### src/rtl/flow_cond_writer_pkg.sv
// Shared register-map constants for the detect_flow condition file, plus the
// helper that slices a 96-bit match condition into its four register words.
package flow_cond_writer_pkg;

  localparam int COND_WIDTH    = 96;
  localparam int REGS_PER_FLOW = 4;

  localparam int SRC_IP   = 0;
  localparam int SRC_PORT = 1;
  localparam int DST_IP   = 2;
  localparam int DST_PORT = 3;

  localparam int SRC_IP_LSB   = 64;
  localparam int SRC_PORT_LSB = 48;
  localparam int DST_IP_LSB   = 16;
  localparam int DST_PORT_LSB = 0;
  localparam int IP_BITS      = 32;
  localparam int PORT_BITS    = 16;

  typedef enum logic [1:0] {CTL_IDLE, CTL_WRITE, CTL_DONE} ctl_state_t;
  typedef enum logic [1:0] {WR_IDLE, WR_ADDR, WR_RESP} wr_state_t;

  // Ports are zero-extended so every register holds a full 32-bit word.
  function automatic logic [31:0] cond_word(input logic [COND_WIDTH-1:0] cond,
                                            input logic [1:0] k);
    logic [31:0] word;
    case (int'(k))
      SRC_IP:   word = cond[SRC_IP_LSB +: IP_BITS];
      SRC_PORT: word = {16'd0, cond[SRC_PORT_LSB +: PORT_BITS]};
      DST_IP:   word = cond[DST_IP_LSB +: IP_BITS];
      DST_PORT: word = {16'd0, cond[DST_PORT_LSB +: PORT_BITS]};
      default:  word = '0;
    endcase
    return word;
  endfunction

endpackage

### src/rtl/axil_single_write.sv
// One AXI4-Lite write: AW and W launched together, each retired on its own
// READY, then a single B beat. A start on the B beat chains the next write.
module axil_single_write
  import flow_cond_writer_pkg::*;
#(
  parameter int ADDR_WIDTH = 8,
  parameter int DATA_WIDTH = 32
) (
  input  logic                    clk,
  input  logic                    rstn,
  input  logic                    start,
  input  logic [ADDR_WIDTH-1:0]   addr,
  input  logic [DATA_WIDTH-1:0]   data,
  output logic                    done,
  output logic                    error,
  output logic [ADDR_WIDTH-1:0]   awaddr,
  output logic                    awvalid,
  input  logic                    awready,
  output logic [DATA_WIDTH-1:0]   wdata,
  output logic [DATA_WIDTH/8-1:0] wstrb,
  output logic                    wvalid,
  input  logic                    wready,
  input  logic [1:0]              bresp,
  input  logic                    bvalid,
  output logic                    bready
);

  wr_state_t               state_reg;
  logic                    awvalid_reg, wvalid_reg, bready_reg;
  logic [ADDR_WIDTH-1:0]   awaddr_reg;
  logic [DATA_WIDTH-1:0]   wdata_reg;
  logic [DATA_WIDTH/8-1:0] wstrb_reg;
  logic                    aw_ok, w_ok;

  // A channel is finished if it already retired or retires this cycle.
  assign aw_ok = !awvalid_reg || awready;
  assign w_ok  = !wvalid_reg || wready;
  assign done  = bready_reg && bvalid;
  assign error = done && (bresp != 2'b00);

  always_ff @(posedge clk or negedge rstn) begin
    if (!rstn) begin
      state_reg   <= WR_IDLE;
      awvalid_reg <= 1'b0;
      wvalid_reg  <= 1'b0;
      bready_reg  <= 1'b0;
      awaddr_reg  <= '0;
      wdata_reg   <= '0;
      wstrb_reg   <= '0;
    end else begin
      case (state_reg)
        WR_IDLE: begin
          if (start) begin
            state_reg   <= WR_ADDR;
            awvalid_reg <= 1'b1;
            wvalid_reg  <= 1'b1;
            awaddr_reg  <= addr;
            wdata_reg   <= data;
            wstrb_reg   <= '1;
          end
        end
        WR_ADDR: begin
          if (awready) awvalid_reg <= 1'b0;
          if (wready)  wvalid_reg  <= 1'b0;
          if (aw_ok && w_ok) begin
            state_reg  <= WR_RESP;
            bready_reg <= 1'b1;
          end
        end
        WR_RESP: begin
          if (bvalid) begin
            bready_reg <= 1'b0;
            if (start) begin
              state_reg   <= WR_ADDR;
              awvalid_reg <= 1'b1;
              wvalid_reg  <= 1'b1;
              awaddr_reg  <= addr;
              wdata_reg   <= data;
              wstrb_reg   <= '1;
            end else begin
              state_reg <= WR_IDLE;
            end
          end
        end
        default: state_reg <= WR_IDLE;
      endcase
    end
  end

  assign awaddr  = awaddr_reg;
  assign awvalid = awvalid_reg;
  assign wdata   = wdata_reg;
  assign wstrb   = wstrb_reg;
  assign wvalid  = wvalid_reg;
  assign bready  = bready_reg;

endmodule

### src/rtl/flow_cond_writer.sv
// Turns {flow_id, cond} commands into four AXI4-Lite register writes into the
// detect_flow condition file; the ADDR/RESP phases live in axil_single_write.
module flow_cond_writer
  import flow_cond_writer_pkg::*;
#(
  parameter int FLOW_NUM           = 16,
  parameter int FLOW_WIDTH         = 8,
  parameter int C_M_AXI_DATA_WIDTH = 32,
  parameter int NUM_OF_REGISTERS   = 60,
  parameter int C_M_AXI_ADDR_WIDTH = $clog2(NUM_OF_REGISTERS*(C_M_AXI_DATA_WIDTH/8))
) (
  input  logic                            clk,
  input  logic                            rstn,
  input  logic [FLOW_WIDTH+COND_WIDTH-1:0] s_axis_cmd_tdata,
  input  logic                            s_axis_cmd_tvalid,
  output logic                            s_axis_cmd_tready,
  output logic [C_M_AXI_ADDR_WIDTH-1:0]   M_AXI_AWADDR,
  output logic [2:0]                      M_AXI_AWPROT,
  output logic                            M_AXI_AWVALID,
  input  logic                            M_AXI_AWREADY,
  output logic [C_M_AXI_DATA_WIDTH-1:0]   M_AXI_WDATA,
  output logic [C_M_AXI_DATA_WIDTH/8-1:0] M_AXI_WSTRB,
  output logic                            M_AXI_WVALID,
  input  logic                            M_AXI_WREADY,
  input  logic [1:0]                      M_AXI_BRESP,
  input  logic                            M_AXI_BVALID,
  output logic                            M_AXI_BREADY,
  output logic                            resp_valid,
  output logic                            resp_error,
  output logic                            busy
);

  localparam int ADDR_LSB = $clog2(C_M_AXI_DATA_WIDTH/8);

  ctl_state_t              state_reg;
  logic                    tready_reg, busy_reg, resp_valid_reg, resp_error_reg, err_reg;
  logic [FLOW_WIDTH-1:0]   flow_id_reg;
  logic [COND_WIDTH-1:0]   cond_reg;
  logic [1:0]              k_reg;

  logic [FLOW_WIDTH-1:0]   cmd_id, id_src;
  logic [COND_WIDTH-1:0]   cmd_cond, cond_src;
  logic                    cmd_hs, cmd_id_ok, wr_start, wr_done, wr_error;
  logic [1:0]              k_src;
  logic [31:0]             word_mux [REGS_PER_FLOW];
  logic [C_M_AXI_ADDR_WIDTH-1:0] start_addr;
  logic [C_M_AXI_DATA_WIDTH-1:0] start_data;

  assign cmd_id    = s_axis_cmd_tdata[FLOW_WIDTH+COND_WIDTH-1 -: FLOW_WIDTH];
  assign cmd_cond  = s_axis_cmd_tdata[COND_WIDTH-1:0];
  assign cmd_hs    = s_axis_cmd_tvalid && tready_reg;
  assign cmd_id_ok = (cmd_id != '0) && (int'(cmd_id) < FLOW_NUM);

  // The first word is launched straight from the command bus on the accept
  // edge; later words come from the latched copy with k advanced by one.
  always_comb begin
    wr_start = 1'b0;
    id_src   = flow_id_reg;
    cond_src = cond_reg;
    k_src    = k_reg + 2'd1;
    if (state_reg == CTL_IDLE) begin
      id_src   = cmd_id;
      cond_src = cmd_cond;
      k_src    = 2'd0;
      wr_start = cmd_hs && cmd_id_ok;
    end else if (state_reg == CTL_WRITE) begin
      wr_start = wr_done && (k_reg != 2'd3);
    end
  end

  genvar gi;
  generate
    for (gi = 0; gi < REGS_PER_FLOW; gi++) begin : g_word
      assign word_mux[gi] = cond_word(cond_src, 2'(gi));
    end
  endgenerate

  assign start_data = C_M_AXI_DATA_WIDTH'(word_mux[k_src]);
  assign start_addr = C_M_AXI_ADDR_WIDTH'(((32'(id_src) - 32'd1) * 32'(REGS_PER_FLOW)
                                          + 32'(k_src)) << ADDR_LSB);

  always_ff @(posedge clk or negedge rstn) begin
    if (!rstn) begin
      state_reg      <= CTL_IDLE;
      tready_reg     <= 1'b0;
      busy_reg       <= 1'b0;
      resp_valid_reg <= 1'b0;
      resp_error_reg <= 1'b0;
      err_reg        <= 1'b0;
      flow_id_reg    <= '0;
      cond_reg       <= '0;
      k_reg          <= 2'd0;
    end else begin
      case (state_reg)
        CTL_IDLE: begin
          tready_reg <= 1'b1;
          if (cmd_hs) begin
            tready_reg  <= 1'b0;
            flow_id_reg <= cmd_id;
            cond_reg    <= cmd_cond;
            k_reg       <= 2'd0;
            err_reg     <= 1'b0;
            if (cmd_id_ok) begin
              state_reg <= CTL_WRITE;
              busy_reg  <= 1'b1;
            end else begin
              state_reg      <= CTL_DONE;
              resp_valid_reg <= 1'b1;
              resp_error_reg <= 1'b1;
            end
          end
        end
        CTL_WRITE: begin
          // A bad BRESP is remembered but the remaining words still go out.
          if (wr_done) begin
            if (wr_error) err_reg <= 1'b1;
            if (k_reg == 2'd3) begin
              state_reg      <= CTL_DONE;
              busy_reg       <= 1'b0;
              resp_valid_reg <= 1'b1;
              resp_error_reg <= err_reg || wr_error;
            end else begin
              k_reg <= k_reg + 2'd1;
            end
          end
        end
        CTL_DONE: begin
          resp_valid_reg <= 1'b0;
          resp_error_reg <= 1'b0;
          tready_reg     <= 1'b1;
          state_reg      <= CTL_IDLE;
        end
        default: state_reg <= CTL_IDLE;
      endcase
    end
  end

  axil_single_write #(
    .ADDR_WIDTH (C_M_AXI_ADDR_WIDTH),
    .DATA_WIDTH (C_M_AXI_DATA_WIDTH)
  ) u_wr (
    .clk     (clk),
    .rstn    (rstn),
    .start   (wr_start),
    .addr    (start_addr),
    .data    (start_data),
    .done    (wr_done),
    .error   (wr_error),
    .awaddr  (M_AXI_AWADDR),
    .awvalid (M_AXI_AWVALID),
    .awready (M_AXI_AWREADY),
    .wdata   (M_AXI_WDATA),
    .wstrb   (M_AXI_WSTRB),
    .wvalid  (M_AXI_WVALID),
    .wready  (M_AXI_WREADY),
    .bresp   (M_AXI_BRESP),
    .bvalid  (M_AXI_BVALID),
    .bready  (M_AXI_BREADY)
  );

  assign s_axis_cmd_tready = tready_reg;
  assign M_AXI_AWPROT      = 3'b000;
  assign resp_valid        = resp_valid_reg;
  assign resp_error        = resp_error_reg;
  assign busy              = busy_reg;

endmodule

### config.mk
export PLATFORM = sky130hd
export DESIGN_NAME = flow_cond_writer
export DESIGN_NICKNAME = d
export VERILOG_FILES = /design/src/rtl/flow_cond_writer_pkg.sv /design/src/rtl/axil_single_write.sv /design/src/rtl/flow_cond_writer.sv
export SDC_FILE = /design/constraint.sdc
export NUM_CORES = 1
export LEC_CHECK = 0
export CAP_MARGIN = 30
export CORE_MARGIN = 2
export CORE_UTILIZATION = 40
export DETAILED_ROUTE_END_ITERATION = 10
export PLACE_DENSITY = 0.73
export SLEW_MARGIN = 15
export SYNTH_ARGS = -nofsm -noshare
export SYNTH_HDL_FRONTEND = slang
export SYNTH_SLANG_ARGS = --single-unit
### constraint.sdc
create_clock -name clk -period 1.8 [get_ports clk]
set_input_delay 0.27 -clock clk [delete_from_list [all_inputs] [get_ports clk]]
set_output_delay 0.27 -clock clk [all_outputs]
set_load 0.03 [all_outputs]
==> results.toml, run 1 <==
[clock_tree]
clk_pin_slew_ns = 0.06
cts_tree = "done"
cts_buffers = 17
root_buffer = "clkbuf_16"
clockBufferDepth = 2
clock-sinks = 153
clock_latency_ns = 0.42
htreeDepth = 4

[status]
status = "complete, no violations"

[logic_synthesis]
synth_top_area_share_pct = 56.4
synthArstFlopShare_pct = 100
syn_area_mm2 = 0.00679
synth_edf_count = 0
yosysSeqAreaShare_pct = 56.4
synth_cells = 508
synth.yosys.warnings = 0
synthFlopType = "dfrtp_1"
ys_seq_elements = 153
synth.avg_cell_area_um2 = 13.4
synth_area_leaders = "dfrtp_1, mux2_2, mux4_2"
synth.distinct_cells = 38
synth_top_cell_by_area = "dfrtp_1"

[critical_path]
critPathSlowestCell = "clkdlybuf4s50_1"
critPathKind = "flip-flop to primary output"
cp_top_family = "buffers and inverters"
crit_path_end_kind = "primary output"
slowest_delay_ns = 0.69
worst-path-max-fanout = 2
cp_data_arrival_time_ns = 1.49
critPathLaunchType = "flip-flop"
worstPathCellList = "clkdlybuf4s50_1"
worstPathRequired_ns = 1.53
cp.buffers_inverters = 1

[sta]
slew_viol_final = 0
finalCritPeriodShare_pct = 98.0
skew_ns = 0.0116
period_needed_ns = 1.76
fin_ws_ns = 0.0359
clock.fmax_mhz = 567
hold_viol = 0
rsz0062_at_grt = "true"
setup_viol = 0

[layout]
areaGrowthSynthToFinish_pct = 41.0
diodes = 0
nNetsFinal = 806
largest_reg_flops = 96
final_cell_mix = "dfrtp_1, clkdlybuf4s50_1, mux2_2, nand2_1, o21ai_0"
drive_above_1_share_pct = 30.0
layout_commonest_cell = "dfrtp_1"
final_cells = 924

[pwr]
p_switching_mw = 5.99
peakVddDrop_v = 0.000786
total_power_mw = 17.6
p_sw_share_pct = 34.1
seq_power_share_pct = 34.6
clkPwrFrac_pct = 19.3
power_density_mw_per_mm2 = 1830
p_int_mw = 11.6
leakagePower_nw = 4.16
p_comb_share_pct = 46.2

[detailed_routing]
vias = 4717
met3WireLength_um = 1250
drc = 0
viasPerCell = 5.10
top_layer_used = "met4"
routed-wl-met2_um = 7730
wire_per_inst_um = 17.3
first_pass_iters = 4
drt_iter0_drc = 226
ant_nets = 0
met1Wirelength_um = 6820
wirelength_um = 16000

[grt]
antenna_found_initial = 0
overflow = 0
grt_max_degree = 45
grt_pass1_vias = 5075
grt_pass1_wl_um = 25900
grt_usage_pct = 18.5

[die]
start_util_pct = 40.9
num_rows = 47
die_area_mm2 = 0.0180
die_w_um = 134
ioPinCount = 166
fp.coreArea_mm2 = 0.0166
dieHeight_um = 134

[place]
placedCellCount = 889
portBuffers = 160
hpwl_um = 11600
routabilityCongestion = 0.804
post-place-ws_ns = -0.305

[flow_run]
drv_cap = 0

[worst_hold_path]
worstHoldPathType = "input pin to async pin"
==> metrics by stage <==
step | TNS, ns | hold WS (ns) | util (%) | instance area, um2
floorplan | 0 | -0.0256 | - | 6820
global placement | -14.53 | 0.197 | 53.9 | 8930
detailed placement | -15.30 | 0.200 | 53.9 | 8930
CTS | 0 | 0.318 | 57.3 | 9510
global route | -0.295 | 0.349 | 57.7 | 9570
finish | 0 | 0.320 | 57.7 | 9570
==> final timing paths <==
kind	startpoint	endpoint	cells after the start	slack, ns
max	u_wr.wdata[10]	M_AXI_WDATA[10]	1	0.04
min	rstn	cond_reg[5]	2	0.32
max reg2reg	k_reg[0]	u_wr.wdata[9]	5	0.06
min reg2reg	u_wr.wdata[22]	u_wr.wdata[22]	2	0.49
max in group asynchronous	rstn	u_wr.awaddr[6]	3	0.88
min in group clk	s_axis_cmd_tdata[31]	cond_reg[31]	2	0.46
==> area by class of cell <==
type	instances	area (um2)
multi-input cells	313	2770
flip-flops and latches	153	3830
clock inverters	12	126
well taps	220	275
inverters	5	18.8
fillers	1299	7010
repair buffers	202	2120
clock buffers	19	433
==> power by group through the flow <==
stage               combinational, mW  clock [mW]  sequential [mW]
finish                           8.11        3.38             6.07
global route                     8.73        3.61             6.28
CTS                              8.12        3.48             6.09
detailed placement               8.10           0             6.13
global placement                 7.85           0             6.02
floorplan                        4.50           0             6.75
==> kinds of logic (layout without fill, tap and decap cells) <==
family                   Yosys count  in the layout  share of synthesized area (%)
AND/OR/NAND/NOR                   71             71                           4.75
XOR/XNOR                           2              2                          0.258
multiplexers                     154            154                           27.9
buffers and inverters             46            238                           3.52
other                              1              5                         0.0552
AO/OA/AOI/OAI                     79             79                           6.78
flip-flops                       153            153                           56.4
adder cells (fa/ha/maj)            2              2                          0.369
==> metal layers <==
| metal | vias to the layer above | GRT usage (%) |
|---|---|---|
| met5 | - | 0 |
| li1 | 2192 | - |
| met1 | 2356 | 23.4 |
| met2 | 151 | 29.6 |
| met3 | 18 | 6.39 |
| met4 | 0 | 6.55 |
==> synthesized netlist by cell type (2+ instances only) <==
cell type,count
buf_4,9
nand2_1,48
ha_1,2
a21oi_1,8
clkbuf_1,9
o21ai_0,40
buf_2,20
nor2_1,8
a22oi_1,17
inv_1,5
buf_1,2
mux2_2,116
mux4_2,16
nand2b_1,3
mux2i_1,21
nor3_1,4
a31oi_1,2
dfrtp_1,153
o21ai_1,6
==> timing repair <==
item	4_1_cts	5_1_grt
gates resized for setup	4	23
hold buffers	1	0
pin swaps	0	0
hold endpoints to repair	35	0
endpoints found under the setup margin	22	28
setup buffers	0	3
(Power assumes the default switching activity.)
==> run 2, diff against run 1 <==
Settings changed: CORE_UTILIZATION 40 to 45, PLACE_DENSITY 0.73 to 0.81, SLEW_MARGIN 15 to 10.
==> run 2 against run 1 <==
Register-to-register slack lost 0.05 ns. Final cell count shrank 3.6%. Largest power group unchanged. Highest routed layer unchanged. Fmax shrank 1.3%. Worst hold slack lost 0.023 ns. Die area shrank 11%. Combinational power grew 1%. Clock-buffer cell count grew 2. Largest cell class unchanged. Clock power grew 6%. Worst setup slack lost 0.023 ns.
==> results.toml, run 2 (synthesis gave the netlist of run 1 again) <==
[status]
status = "complete, no violations"

[layout]
final_cell_area_mm2 = 0.00959
fill_cells = 1054
final_cell_mix = "dfrtp_1, clkdlybuf4s50_1, mux2_2, nand2_1, o21ai_0"
layout_commonest_cell = "dfrtp_1"
largest_reg_flops = 96
post-route-util_pct = 65.5
areaGrowthSynthToFinish_pct = 41.3
ff_latch_area_mm2 = 0.00383
diodes = 0
nNetsFinal = 808
final_cells = 891
drive_above_1_share_pct = 30.6
multi_input_area_mm2 = 0.00278

[pwr]
p_sw_share_pct = 34.3
leakagePower_nw = 4.14
total_power_mw = 17.9
p_int_mw = 11.8
power_density_mw_per_mm2 = 1870
clkPwrFrac_pct = 20.0
peakVddDrop_v = 0.000995
p_switching_mw = 6.13
seq_power_share_pct = 34.1
p_comb_share_pct = 45.9

[detailed_routing]
wirelength_um = 16200
wire_per_inst_um = 18.2
first_pass_iters = 4
drc = 0
viasPerCell = 5.35
drt_iter0_drc = 183
vias = 4763
ant_nets = 0

[die]
die_w_um = 127
dieHeight_um = 127
start_util_pct = 46.4
ioPinCount = 166
num_rows = 44
fp.coreArea_mm2 = 0.0146
die_area_mm2 = 0.0161

[flow_run]
drv_cap = 0

[clock_tree]
clk_pin_slew_ns = 0.06
root_buffer = "clkbuf_16"
clockBufferDepth = 2
htreeDepth = 4
clock-sinks = 153
clock_latency_ns = 0.42
cts_buffers = 17
cts_tree = "done"

[place]
hpwl_um = 11500
post-place-ws_ns = -0.329
portBuffers = 160
routabilityCongestion = 0.813
placedCellCount = 855
placed_area_mm2 = 0.00893

[critical_path]
crit_path_end_kind = "flip-flop"
critPathLaunchType = "flip-flop"
worstPathRequired_ns = 2.10
cp_data_arrival_time_ns = 2.08
critPathKind = "flip-flop to flip-flop"
worst-path-max-fanout = 12

[grt]
grt_usage_pct = 20.8
grt_pass1_vias = 5195
grt_pass1_wl_um = 26200
grt_max_degree = 51
overflow = 0
antenna_found_initial = 0

[sta]
fin_ws_ns = 0.0133
setup_tns_ns = 0
slew_viol_final = 0
whs_ns = 0.297
skew_ns = 0.00761
period_needed_ns = 1.79
hold_viol = 0
clock.fmax_mhz = 560
rsz0062_at_grt = "true"
finalCritPeriodShare_pct = 99.3
setup_viol = 0

[worst_hold_path]
worstHoldPathType = "input pin to async pin"
## run 2: cell count changes in the layout (fill, tap and decap cells not counted), sizes merged
cell,before,now
buf,42,44
clkdlybuf4s50,144,148
inv,7,8
dlygate4sd2,3,4
clkinv,6,4
clkbuf,19,21
dlymetal6s2s,12,7
## run 2: layer usage
layer	GRT usage (%)	up-vias	wire [um]	part of all wire, %
met5	0	-	0	0
met4	5.62	0	162	1.0
met3	8.35	21	1320	8.1
met2	34.9	154	8110	50
met1	25.2	2390	6580	41
li1	-	2198	-	-
## run 2: worst paths after layout
check                            endpoint  slack, ns            startpoint  depth (start not counted)
min reg2reg                u_wr.wdata[15]       0.48        u_wr.wdata[15]                          2
max                         u_wr.wdata[6]       0.01              k_reg[0]                          5
max in group asynchronous    cond_reg[87]       0.94                  rstn                          3
min in group clk             cond_reg[22]       0.46  s_axis_cmd_tdata[22]                          2
max reg2reg                 u_wr.wdata[6]       0.01              k_reg[0]                          5
min                          cond_reg[69]       0.30                  rstn                          2
## run 2: worst max-delay path, cell delays in order, from the launching register on
cell     delay (ns)
dfrtp_1        0.41
ha_4           0.32
buf_12         0.17
mux4_2         0.51
mux2i_1        0.17
o21ai_1        0.09
## run 2: final cells by class
cell class                 count  share of cell area, %
multi-input combinational    313                   29.0
inverter                       5                  0.196
timing repair buffer         204                   22.3
tap                          184                   2.40
clock inverter                11                   1.42
clock buffer                  21                   4.80
sequential                   153                   39.9
## run 2: what timing repair did
item                                    in CTS  in global routing
hold buffers                                 1                  0
endpoints found under the setup margin      20                 26
gates resized for setup                      6                 14
hold endpoints to repair                    24                  0
buffers inserted                             0                  3
## run 2: power by group through the flow
stage / registers, mW / logic [mW] / clock network [mW]
after detailed placement: 6.15 / 8.18 / 0
after global placement: 6.01 / 7.94 / 0
final: 6.09 / 8.22 / 3.58
after floorplan: 6.75 / 4.50 / 0
after global routing: 6.31 / 8.81 / 3.79
after CTS: 6.12 / 8.24 / 3.64
